File: src/rtl/ring_frc_from_remote_controller_pkg.sv
// Shared MD definitions for the remote force receive path: widths, packet field offsets,
// receive FSM states and the ingress FIFO entry layout.
package ring_frc_from_remote_controller_pkg;

  localparam int unsigned NODE_ID_WIDTH        = 3;
  localparam int unsigned FLOAT_STRUCT_WIDTH   = 32;
  localparam int unsigned GLOBAL_CELL_ID_WIDTH = 3;
  localparam int unsigned PARTICLE_ID_WIDTH    = 4;
  localparam int unsigned GCID_WIDTH           = 3 * GLOBAL_CELL_ID_WIDTH;

  // Packet layout, MSB first: {valid, last, dest_id, src_id, gcid, parid, frc}
  localparam int unsigned FRC_LSB               = 0;
  localparam int unsigned PARID_LSB             = FRC_LSB + FLOAT_STRUCT_WIDTH;
  localparam int unsigned GCID_LSB              = PARID_LSB + PARTICLE_ID_WIDTH;
  localparam int unsigned SRC_LSB               = GCID_LSB + GCID_WIDTH;
  localparam int unsigned DEST_LSB              = SRC_LSB + NODE_ID_WIDTH;
  localparam int unsigned LAST_BIT              = DEST_LSB + NODE_ID_WIDTH;
  localparam int unsigned VALID_BIT             = LAST_BIT + 1;
  localparam int unsigned AXIS_PKT_STRUCT_WIDTH = VALID_BIT + 1;

  typedef enum logic [1:0] {
    StIdle,
    StRecv,
    StDrain,
    StDone
  } rx_state_e;

  typedef struct packed {
    logic [2:0]                    src_onehot;
    logic                          last;
    logic [GCID_WIDTH-1:0]         gcid;
    logic [PARTICLE_ID_WIDTH-1:0]  parid;
    logic [FLOAT_STRUCT_WIDTH-1:0] frc;
  } rx_entry_t;

  // Neighbour classification: [0]=Z {x,y,~z}, [1]=X {~x,y,z}, [2]=XZ {~x,y,~z}; 0 if unknown.
  function automatic logic [2:0] src_onehot(input logic [NODE_ID_WIDTH-1:0] own,
                                            input logic [NODE_ID_WIDTH-1:0] src);
    logic [2:0] oh;
    oh    = '0;
    oh[0] = (src == (own ^ 3'b001));
    oh[1] = (src == (own ^ 3'b100));
    oh[2] = (src == (own ^ 3'b101));
    return oh;
  endfunction

endpackage

File: src/rtl/ring_frc_rx_fifo.sv
// Ingress packet FIFO with a registered head; the head counts as one of the Depth entries.
module ring_frc_rx_fifo
  import ring_frc_from_remote_controller_pkg::*;
#(
  parameter int unsigned Width = 8,
  parameter int unsigned Depth = 16
) (
  input  logic             clk,
  input  logic             rst,
  input  logic             push,
  input  logic [Width-1:0] wdata,
  input  logic             pop,
  output logic [Width-1:0] rdata,
  output logic             rvalid,
  output logic             full,
  output logic             empty
);

  localparam int unsigned AddrW = $clog2(Depth);
  typedef logic [AddrW:0] cnt_t;

  logic [Width-1:0] mem_q [Depth];
  logic [AddrW-1:0] wr_ptr_q, wr_ptr_d;
  logic [AddrW-1:0] rd_ptr_q, rd_ptr_d;
  cnt_t             cnt_q, cnt_d;
  logic             rvalid_q, rvalid_d;
  logic [Width-1:0] rdata_q, rdata_d;

  // The head register samples memory before this edge's write, so a fresh entry into an
  // empty FIFO becomes visible one cycle after it lands.
  always_comb begin
    wr_ptr_d = push ? wr_ptr_q + AddrW'(1) : wr_ptr_q;
    rd_ptr_d = pop ? rd_ptr_q + AddrW'(1) : rd_ptr_q;
    cnt_d    = cnt_q + cnt_t'(push) - cnt_t'(pop);
    rvalid_d = cnt_q > cnt_t'(pop);
    rdata_d  = mem_q[rd_ptr_d];
  end

  always_ff @(posedge clk) begin
    if (push) begin
      mem_q[wr_ptr_q] <= wdata;
    end
  end

  always_ff @(posedge clk) begin
    if (rst) begin
      wr_ptr_q <= '0;
      rd_ptr_q <= '0;
      cnt_q    <= '0;
      rvalid_q <= 1'b0;
      rdata_q  <= '0;
    end else begin
      wr_ptr_q <= wr_ptr_d;
      rd_ptr_q <= rd_ptr_d;
      cnt_q    <= cnt_d;
      rvalid_q <= rvalid_d;
      rdata_q  <= rdata_d;
    end
  end

  assign rdata  = rdata_q;
  assign rvalid = rvalid_q;
  assign full   = (cnt_q == cnt_t'(Depth));
  assign empty  = (cnt_q == '0);

endmodule

File: src/rtl/ring_frc_from_remote_controller.sv
// Receives force packets from the three ring neighbours, buffers them and streams them to the
// local force cache, tracking per-source burst completion for each evaluation round.
module ring_frc_from_remote_controller
  import ring_frc_from_remote_controller_pkg::*;
#(
  parameter int unsigned NODE_ID_WIDTH = 3,
  parameter int unsigned FIFO_DEPTH    = 16
) (
  input  logic                             clk,
  input  logic                             rst,
  input  logic [NODE_ID_WIDTH-1:0]         i_init_id,
  input  logic                             i_remote_frc_eval_flag,
  input  logic [AXIS_PKT_STRUCT_WIDTH-1:0] i_axis_frc_pkt_from_remote,
  input  logic                             i_frc_ready,
  output logic [FLOAT_STRUCT_WIDTH-1:0]    o_frc_from_remote,
  output logic [GCID_WIDTH-1:0]            o_frc_gcid_from_remote,
  output logic [PARTICLE_ID_WIDTH-1:0]     o_frc_parid_from_remote,
  output logic                             o_frc_from_remote_valid,
  output logic [2:0]                       o_src_onehot,
  output logic                             o_all_remote_frc_received,
  output logic                             o_debug_overflow,
  output logic                             o_debug_bad_pkt
);

  localparam int unsigned EntryW = $bits(rx_entry_t);

  rx_state_e         state_q, state_d;
  logic              eval_q;
  logic [2:0]        done_q, done_d;
  logic [2:0][15:0]  beat_cnt_q, beat_cnt_d;
  logic              ovf_q, bad_q;

  logic [NODE_ID_WIDTH-1:0] pkt_dest, pkt_src;
  logic [2:0]               pkt_oh;
  logic                     pkt_valid, pkt_hit, pkt_bad;
  logic                     fifo_push, fifo_pop, fifo_full, fifo_empty, fifo_rvalid, ovf;
  logic [EntryW-1:0]        fifo_rdata;
  rx_entry_t                wr_entry, head;
  logic                     eval_rise, round_start, out_en, out_valid;

  assign pkt_valid = i_axis_frc_pkt_from_remote[VALID_BIT];
  assign pkt_dest  = i_axis_frc_pkt_from_remote[DEST_LSB +: NODE_ID_WIDTH];
  assign pkt_src   = i_axis_frc_pkt_from_remote[SRC_LSB +: NODE_ID_WIDTH];
  assign pkt_oh    = src_onehot(i_init_id, pkt_src);
  assign pkt_hit   = pkt_valid && (pkt_dest == i_init_id) && (pkt_oh != 3'b000);
  assign pkt_bad   = pkt_valid && !pkt_hit;

  always_comb begin
    wr_entry            = '0;
    wr_entry.src_onehot = pkt_oh;
    wr_entry.last       = i_axis_frc_pkt_from_remote[LAST_BIT];
    wr_entry.gcid       = i_axis_frc_pkt_from_remote[GCID_LSB +: GCID_WIDTH];
    wr_entry.parid      = i_axis_frc_pkt_from_remote[PARID_LSB +: PARTICLE_ID_WIDTH];
    wr_entry.frc        = i_axis_frc_pkt_from_remote[FRC_LSB +: FLOAT_STRUCT_WIDTH];
  end

  // A pop in the same cycle frees the slot, so a full FIFO can still take a packet.
  assign fifo_push = pkt_hit && (!fifo_full || fifo_pop);
  assign ovf       = pkt_hit && fifo_full && !fifo_pop;

  assign head      = rx_entry_t'(fifo_rdata);
  assign out_en    = (state_q == StRecv) || (state_q == StDrain);
  assign out_valid = fifo_rvalid && out_en;
  assign fifo_pop  = out_valid && i_frc_ready;
  assign eval_rise = i_remote_frc_eval_flag && !eval_q;

  ring_frc_rx_fifo #(
    .Width (EntryW),
    .Depth (FIFO_DEPTH)
  ) u_fifo (
    .clk    (clk),
    .rst    (rst),
    .push   (fifo_push),
    .wdata  (EntryW'(wr_entry)),
    .pop    (fifo_pop),
    .rdata  (fifo_rdata),
    .rvalid (fifo_rvalid),
    .full   (fifo_full),
    .empty  (fifo_empty)
  );

  always_comb begin
    state_d     = state_q;
    round_start = 1'b0;
    unique case (state_q)
      StIdle: begin
        if (eval_rise) begin
          state_d     = StRecv;
          round_start = 1'b1;
        end
      end
      StRecv: begin
        if (&done_q) state_d = StDrain;
      end
      StDrain: begin
        if (fifo_empty) state_d = StDone;
      end
      StDone: begin
        if (eval_rise) begin
          state_d     = StRecv;
          round_start = 1'b1;
        end
      end
      default: state_d = StIdle;
    endcase
  end

  // Completion and beat counts follow what the cache has consumed, not what has arrived.
  always_comb begin
    done_d     = done_q;
    beat_cnt_d = beat_cnt_q;
    if (round_start) begin
      done_d     = '0;
      beat_cnt_d = '0;
    end else if (fifo_pop) begin
      if (head.last) done_d = done_q | head.src_onehot;
      for (int i = 0; i < 3; i++) begin
        if (head.src_onehot[i] && (beat_cnt_q[i] != 16'hFFFF)) begin
          beat_cnt_d[i] = beat_cnt_q[i] + 16'd1;
        end
      end
    end
  end

  always_ff @(posedge clk) begin
    if (rst) begin
      state_q    <= StIdle;
      eval_q     <= 1'b0;
      done_q     <= '0;
      beat_cnt_q <= '0;
      ovf_q      <= 1'b0;
      bad_q      <= 1'b0;
    end else begin
      state_q    <= state_d;
      eval_q     <= i_remote_frc_eval_flag;
      done_q     <= done_d;
      beat_cnt_q <= beat_cnt_d;
      ovf_q      <= ovf_q | ovf;
      bad_q      <= bad_q | pkt_bad;
    end
  end

  assign o_frc_from_remote_valid   = out_valid;
  assign o_frc_from_remote         = out_valid ? head.frc : '0;
  assign o_frc_gcid_from_remote    = out_valid ? head.gcid : '0;
  assign o_frc_parid_from_remote   = out_valid ? head.parid : '0;
  assign o_src_onehot              = out_valid ? head.src_onehot : '0;
  assign o_all_remote_frc_received = (state_q == StDone);
  assign o_debug_overflow          = ovf_q;
  assign o_debug_bad_pkt           = bad_q;

endmodule

File: config.mk
export PLATFORM = sky130hd
export DESIGN_NAME = ring_frc_from_remote_controller
export DESIGN_NICKNAME = d
export VERILOG_FILES = /design/src/rtl/ring_frc_from_remote_controller_pkg.sv /design/src/rtl/ring_frc_rx_fifo.sv /design/src/rtl/ring_frc_from_remote_controller.sv
export SDC_FILE = /design/constraint.sdc
export NUM_CORES = 1
export LEC_CHECK = 0
export BUFFER_PORTS_ARGS = -buffer_cell sky130_fd_sc_hd__buf_2
export CAP_MARGIN = 5
export CORE_MARGIN = 8
export CORE_UTILIZATION = 61
export CTS_BUF_LIST = sky130_fd_sc_hd__clkbuf_16
export DETAILED_ROUTE_END_ITERATION = 10
export GPL_ROUTABILITY_DRIVEN = 0
export PLACE_DENSITY = 0.81
export SYNTH_ARGS = -nofsm -noshare
export SYNTH_HDL_FRONTEND = slang
export SYNTH_SLANG_ARGS = --single-unit
File: constraint.sdc
create_clock -name clk -period 8.9 [get_ports clk]
set_input_delay 1.78 -clock clk [delete_from_list [all_inputs] [get_ports clk]]
set_output_delay 1.78 -clock clk [all_outputs]
set_load 0.01 [all_outputs]
Word level (Yosys, flattened, before mapping). Memory sizes are Yosys's and may differ from the RTL's. A register that Yosys moved wholly into a read port is not among the register bits. Index checks and enable logic that the tools add are counted. Widths: inputs -> output; s select.

Memories: 1. Memory bits (writable): 784. Bits in registers: 22. Output and inout bits: 52. Input port bits: 60.

Bitwise logic cells: 6. $lt $le $gt $ge: 1. Eq/ne operators: 11. Add/sub/neg operators: 4. Mux-type cells: 13. Reduce and logical (&&, ||, !) cells: 23.

Memories: u_fifo.mem_q (depth 16, bits a word 49, rd ports 1, clocked after memory_dff 1, write ports 1, RTL line ring_frc_rx_fifo.sv:22) `logic [Width-1:0] mem_q [Depth];`.

Operator list (number): $mux 32 (1); $eq 3x3->1 (4); $logic_and 1x1->1 (9); $mux 9 (1); $add 4x1->4 const B (2); $mux 4 (2); $mux 2 (3); $pmux 2 s3 (1); $reduce_and 3->1 (2); $add 5x1->5 (1); $eq 5x5->1 const B (1); $gt 5x1->1 (1); $logic_not 5->1 (1); $sub 5x1->5 (1); $eq 2x2->1 const B (2); $logic_not 1->1 (4); $mux 1 (4); $ne 2x1->1 const B (2); $reduce_or 2->1 (2); $mux 3 (1); $or 3x3->3 (1); $reduce_bool 3->1 (1); $eq 2x1->1 const B (1); $logic_not 2->1 (1); 6 further kinds (9).

Logic depth before layout (Yosys ltp).
Depth in word-level cells: 8. Depth in mapped cells: 15.

Modules after synthesis. From an unflattened synthesis, not the netlist that was laid out.

Cells, all modules: 1894. Area total of the unflattened synthesis: 37947.6 um2.

By module, submodules not included: ring_frc_rx_fifo (instances 1, area an instance 37123.1 um2, seq. area each 24803.8 um2, cells each 1779); ring_frc_from_remote_controller (instances 1, area an instance 824.5 um2, seq. area each 160.2 um2, cells each 115).

Least setup slack after synthesis. OpenSTA, ideal clock, no wires.

Path kind: input port to flip-flop. Start point: input i_init_id[2]. End point: memory u_fifo.mem_q[3][0] in the netlist's numbering (enable). Arrival: 6.213 ns. Setup time: 0.516 ns. Setup slack: 2.171 ns. Buffers on the path: 0. Stages on the path: 5. Data required time: 8.384 ns. Path through: xor2_1 o21ai_1 a211oi_2 nand2_1 nor3_1.

Longest elaborated chain between the ends: 7. Elaborated cells on any way between the ends: 12.

Ends and longest elaborated chain: start: declaration (RTL line ring_frc_from_remote_controller.sv:11) `input logic [NODE_ID_WIDTH-1:0] i_init_id,`; $not 1->1 (no line) or $not 2->2 (tied branches); $eq 3x3->1, on equally long branches (RTL line ring_frc_from_remote_controller_pkg.sv:42, ring_frc_from_remote_controller_pkg.sv:43); $reduce_bool 3->1 (RTL line ring_frc_from_remote_controller.sv:45) `assign pkt_hit = pkt_valid && (pkt_dest == i_init_id) && (pkt_oh != 3'b000);`; $logic_and 1x1->1 * (RTL line ring_frc_from_remote_controller.sv:45); $logic_and 1x1->1 * (RTL line ring_frc_from_remote_controller.sv:58) `assign fifo_push = pkt_hit && (!fifo_full || fifo_pop);`; via fifo_push (RTL line ring_frc_from_remote_controller.sv:36) `logic fifo_push, fifo_pop, fifo_full, fifo_empty, fifo_rvalid, ovf;`; $mux 1 * (RTL line ring_frc_rx_fifo.sv:40) `if (push) begin`; $mux 1 (not written as such) * (RTL line ring_frc_rx_fifo.sv:41) `mem_q[wr_ptr_q] <= wdata;`; end: declaration (RTL line ring_frc_rx_fifo.sv:22).

The timed path passes the listed nets; every way through them passes the cells marked *.

Final worst setup path.
Start point: input i_init_id[2]. End point: memory u_fifo.mem_q[12][18] in the netlist's numbering (enable).

Same word-level chain as after synthesis.

==> summary.md <==
| Metric | Value |
|---|---|
| Post-synth net total | `1579` |
| First-pass GRT wire length | `106000 um` |
| Hold-critical path depth | `1` |
| Pin count of the biggest net entering global routing | `125` |
| 1st-iter DRT viols | `1703` |
| Die W | `245 um` |
| Final Non-Filler Cells | `2411` |
| Average wire per standard cell | `29.6 um` |
| Fmax | `214 MHz` |
| Ys Warns | `0` |
| Share of total power in the clock network | `39.8%` |
| Synth Flop Type | `edfxtp_1` |
| Final WL | `71300 um` |
| Post-Place Cell Area | `0.0335 mm^2` |
| Max-slew violations | `0` |
| All-Layer GR Usage | `23.8%` |
| Critical path data arrival time | `4910 ps` |
| Clock slew at reported path FFs | `60 ps` |
| Total net switching power | `0.00187 W` |
| Worst hold start | `o_debug_bad_pkt$_SDFF_PP0_` |
| Die ar. | `0.0602 mm^2` |
| # placed instances | `2258` |
| H-tree Lvls | `3` |
| DR vias/cell | `6.51` |
| I/O Pins | `112` |
| Area grow syn2layout | `12.7%` |
| Layout cells sized above 1 | `27.8%` |
| Worst Setup End Kind | `flop` |
| Worst Hold Path EP | `o_debug_bad_pkt$_SDFF_PP0_` |
| Synth unique cells | `50` |
| Power Density | `239 mW/mm^2` |
| Post-cts sizing count | `0` |
| Syn avg cell area | `21.4 um^2` |
| Clock root buffer | `clkbuf_16` |
| Vias after detailed routing | `15705` |
| Worst IR drop on VDD | `0.194 mV` |
| Grt ovf | `0` |
| Register Area | `0.0250 mm^2` |
| Vias in the first global route | `16978` |
| DRT Pass-1 Iters | `7` |
| Final Skew | `25.0 ps` |
| Comb power frac | `8.8%` |
| Startpoint Class | `input port` |
| Mapped Cells | `1500` |
| Multi-input logic area | `0.00681 mm^2` |
| Cell taking the most area after synthesis | `edfxtp_1` |
| Slew HR | `31.6%` |
| Clk_lat worst skew | `620 ps` |
| Clock Sinks | `855` |
| Reg2reg setup slack | `4740 ps` |
| CP Max Fanout | `38` |
| Starting Density | `61.3%` |
| Crit Path Class | `in2reg` |
| Overall power | `0.00865 W` |
| Async set or reset register ratio after synthesis | `0%` |
| DRC | `0` |
| Clock buffer count from CTS | `82` |
| HPWL after DPL | `36300 um` |
| Status | `completed` |
| Internal power | `0.00677 W` |
| RSZ-0062 raised after global routing | `no` |
| Endpoints failing setup | `0` |
| Leak Pwr | `12.1 nW` |
| Top cell type's share of synthesized area | `73.3%` |
| Sequential Power Share | `51.4%` |
| MaxCap Viol Count | `0` |
| Post-CTS Hold Fix Bufs | `0` |
| # nets final | `1733` |
| Finished Cell Area | `0.0362 mm^2` |
| Die Span Y | `245 um` |
| Post-synthesis sequential area ratio | `77.8%` |
| Register bit total from synthesis | `855` |
| Final TNS setup | `0 ps` |
| Hold Path Class | `reg2reg` |
| Initial antenna violation count | `1` |
| Worst-Margin Slew | `1030 ps` |
| Final worst-path cycle share | `52.6%` |
| Reg2Reg Launch Point | `state_q[0]$_SDFFE_PP0P_` |
| Clock Tree Buf Depth | `3` |
| Number of enable flip-flop cells after synthesis | `784` |
| Row count | `84` |
| Net Sw Frac | `21.7%` |
| Fin crit period | `4680 ps` |
| Area contributors post-synth | `edfxtp_1 (73%), mux4_2 (13%), dfxtp_1 (4.4%)` |
| Worst Path Required | `9130 ps` |
| FF-to-FF path depth | `8` |
| Core area | `0.0523 mm^2` |
| Final Hold Fails | `0` |
| Post-synthesis cell area | `0.0321 mm^2` |
| Routed Antenna Nets | `0` |
| Post-CTS Setup Bufs | `0` |
| CTS tree | `yes` |
| Fillcell total | `3070` |
| Worst r2r dst | `u_fifo.mem_q[12][18]$_DFFE_PP_` |
| Port Buf Inserts | `111` |
-- Yosys cell counts, drive strengths merged (4+ instances only) --
cell type and n:
a21oi 8, and3 4, xor2 6, xnor2 6
nor2 39, clkbuf 26, mux2i 6, mux4 190
and2 48, edfxtp 784, nor2b 4, dfxtp 71
nand2b 5, ha 18, nand2 64, a31oi 4
nand3 4, inv 18, buf 48, nor3 7
o22ai 4, o21ai 11, a22oi 95
-- worst max-delay path by stage --
stage	start	to	slack (ps)	cells after the start
2_1_floorplan	i_init_id[2]	u_fifo.mem_q[3][0]$_DFFE_PP_	2170	5
3_3_place_gp	i_init_id[2]	u_fifo.mem_q[12][7]$_DFFE_PP_	3740	7
3_5_place_dp	i_init_id[2]	u_fifo.mem_q[12][7]$_DFFE_PP_	3690	7
4_1_cts	state_q[0]$_SDFFE_PP0P_	o_frc_from_remote[17]	4170	6
5_1_grt	state_q[0]$_SDFFE_PP0P_	o_frc_from_remote[17]	4100	6
6_report	i_init_id[2]	u_fifo.mem_q[12][18]$_DFFE_PP_	4220	7
-- final cells by class --
type	count	share of cell area, %
antenna	1	0.00692
clock buffer	85	5.88
clock inverter	67	1.45
inverter	18	0.187
multi-input combinational	553	18.8
sequential	855	69.0
tap	688	2.38
timing repair buffer	144	2.26
-- per-stage QoR --
step / setup WS, ps / util [%] / hold WS [ps]
5_1_grt: 4100 / 69.1 / 496
6_report: 4220 / 69.1 / 471
3_3_place_gp: 3740 / 64.0 / 448
4_1_cts: 4170 / 69.1 / 471
3_5_place_dp: 3690 / 64.0 / 457
2_1_floorplan: 2170 / - / 436
-- flip-flops by register name, summed over array words and instances, names as in the netlist --
| register | flops |
|---|---|
| u_fifo.rd_ptr_q | 4 |
| o_debug_bad_pkt | 1 |
| state_q | 2 |
| o_debug_overflow | 1 |
| eval_q | 1 |
| u_fifo.wr_ptr_q | 4 |
| u_fifo.mem_q | 784 |
| done_q | 3 |
| u_fifo.rvalid | 1 |
| u_fifo.rdata | 49 |
| u_fifo.cnt_q | 5 |
-- logic make-up after synthesis --
family | Yosys count | share of synthesized area (%)
adders and majority gates | 19 | 0.764
buffers and inverters | 92 | 1.48
muxes | 199 | 13.6
DFF | 855 | 77.8
and+or+nand+nor | 185 | 2.85
xor gates and xnor gates | 12 | 0.386
AOI/OAI and AO/OA | 138 | 3.12
-- per-layer routing --
| layer | GRT usage, % | part of all wire, % | vias to the layer above |
|---|---|---|---|
| met3 | 4.66 | 7.2 | 187 |
| met1 | 28.8 | 36 | 8205 |
| met4 | 10.3 | 4.0 | 0 |
| met5 | 0 | 0 | - |
| li1 | - | - | 6491 |
| met2 | 41.7 | 53 | 822 |
-- worst max-delay path, stage by stage --
cell and delay [ps]:
buf_2 120, xor2_1 410, o211ai_1 190, a211oi_2 780, nand2_1 430, nor2_4 500, buf_4 670
-- power by group through the flow --
| stage | logic [W] | clock network (W) | registers (W) |
|---|---|---|---|
| global route | 0.000832 | 0.00362 | 0.00445 |
| floorplan | 0.000594 | 0 | 0.00452 |
| global placement | 0.000745 | 0 | 0.00453 |
| detailed placement | 0.000765 | 0 | 0.00453 |
| CTS | 0.000777 | 0.00347 | 0.00445 |
| finish | 0.000761 | 0.00344 | 0.00445 |
-- cells in the final DEF (no fill, tap or decap), types with 4 or more instances in the layout --
master | synthesis | layout
mux2i_1 | 6 | 6
a21oi_1 | 8 | 8
nor3_2 | 1 | 5
o22ai_1 | 4 | 4
edfxtp_1 | 784 | 784
a31oi_1 | 4 | 4
clkinv_1 | 0 | 16
dfxtp_1 | 71 | 71
mux4_2 | 190 | 190
and3_1 | 4 | 4
buf_2 | 22 | 111
clkbuf_16 | 0 | 85
o21ai_0 | 9 | 9
and2_1 | 48 | 48
clkinv_2 | 0 | 14
bufinv_16 | 0 | 9
a22oi_1 | 95 | 95
nand2b_1 | 5 | 5
xor2_1 | 5 | 5
nand3_1 | 4 | 4
ha_1 | 18 | 18
nor2_1 | 37 | 24
buf_4 | 15 | 32
nand2_1 | 64 | 64
nor2_4 | 0 | 14
xnor2_1 | 6 | 5
inv_1 | 18 | 42
(Power assumes the default switching activity.)
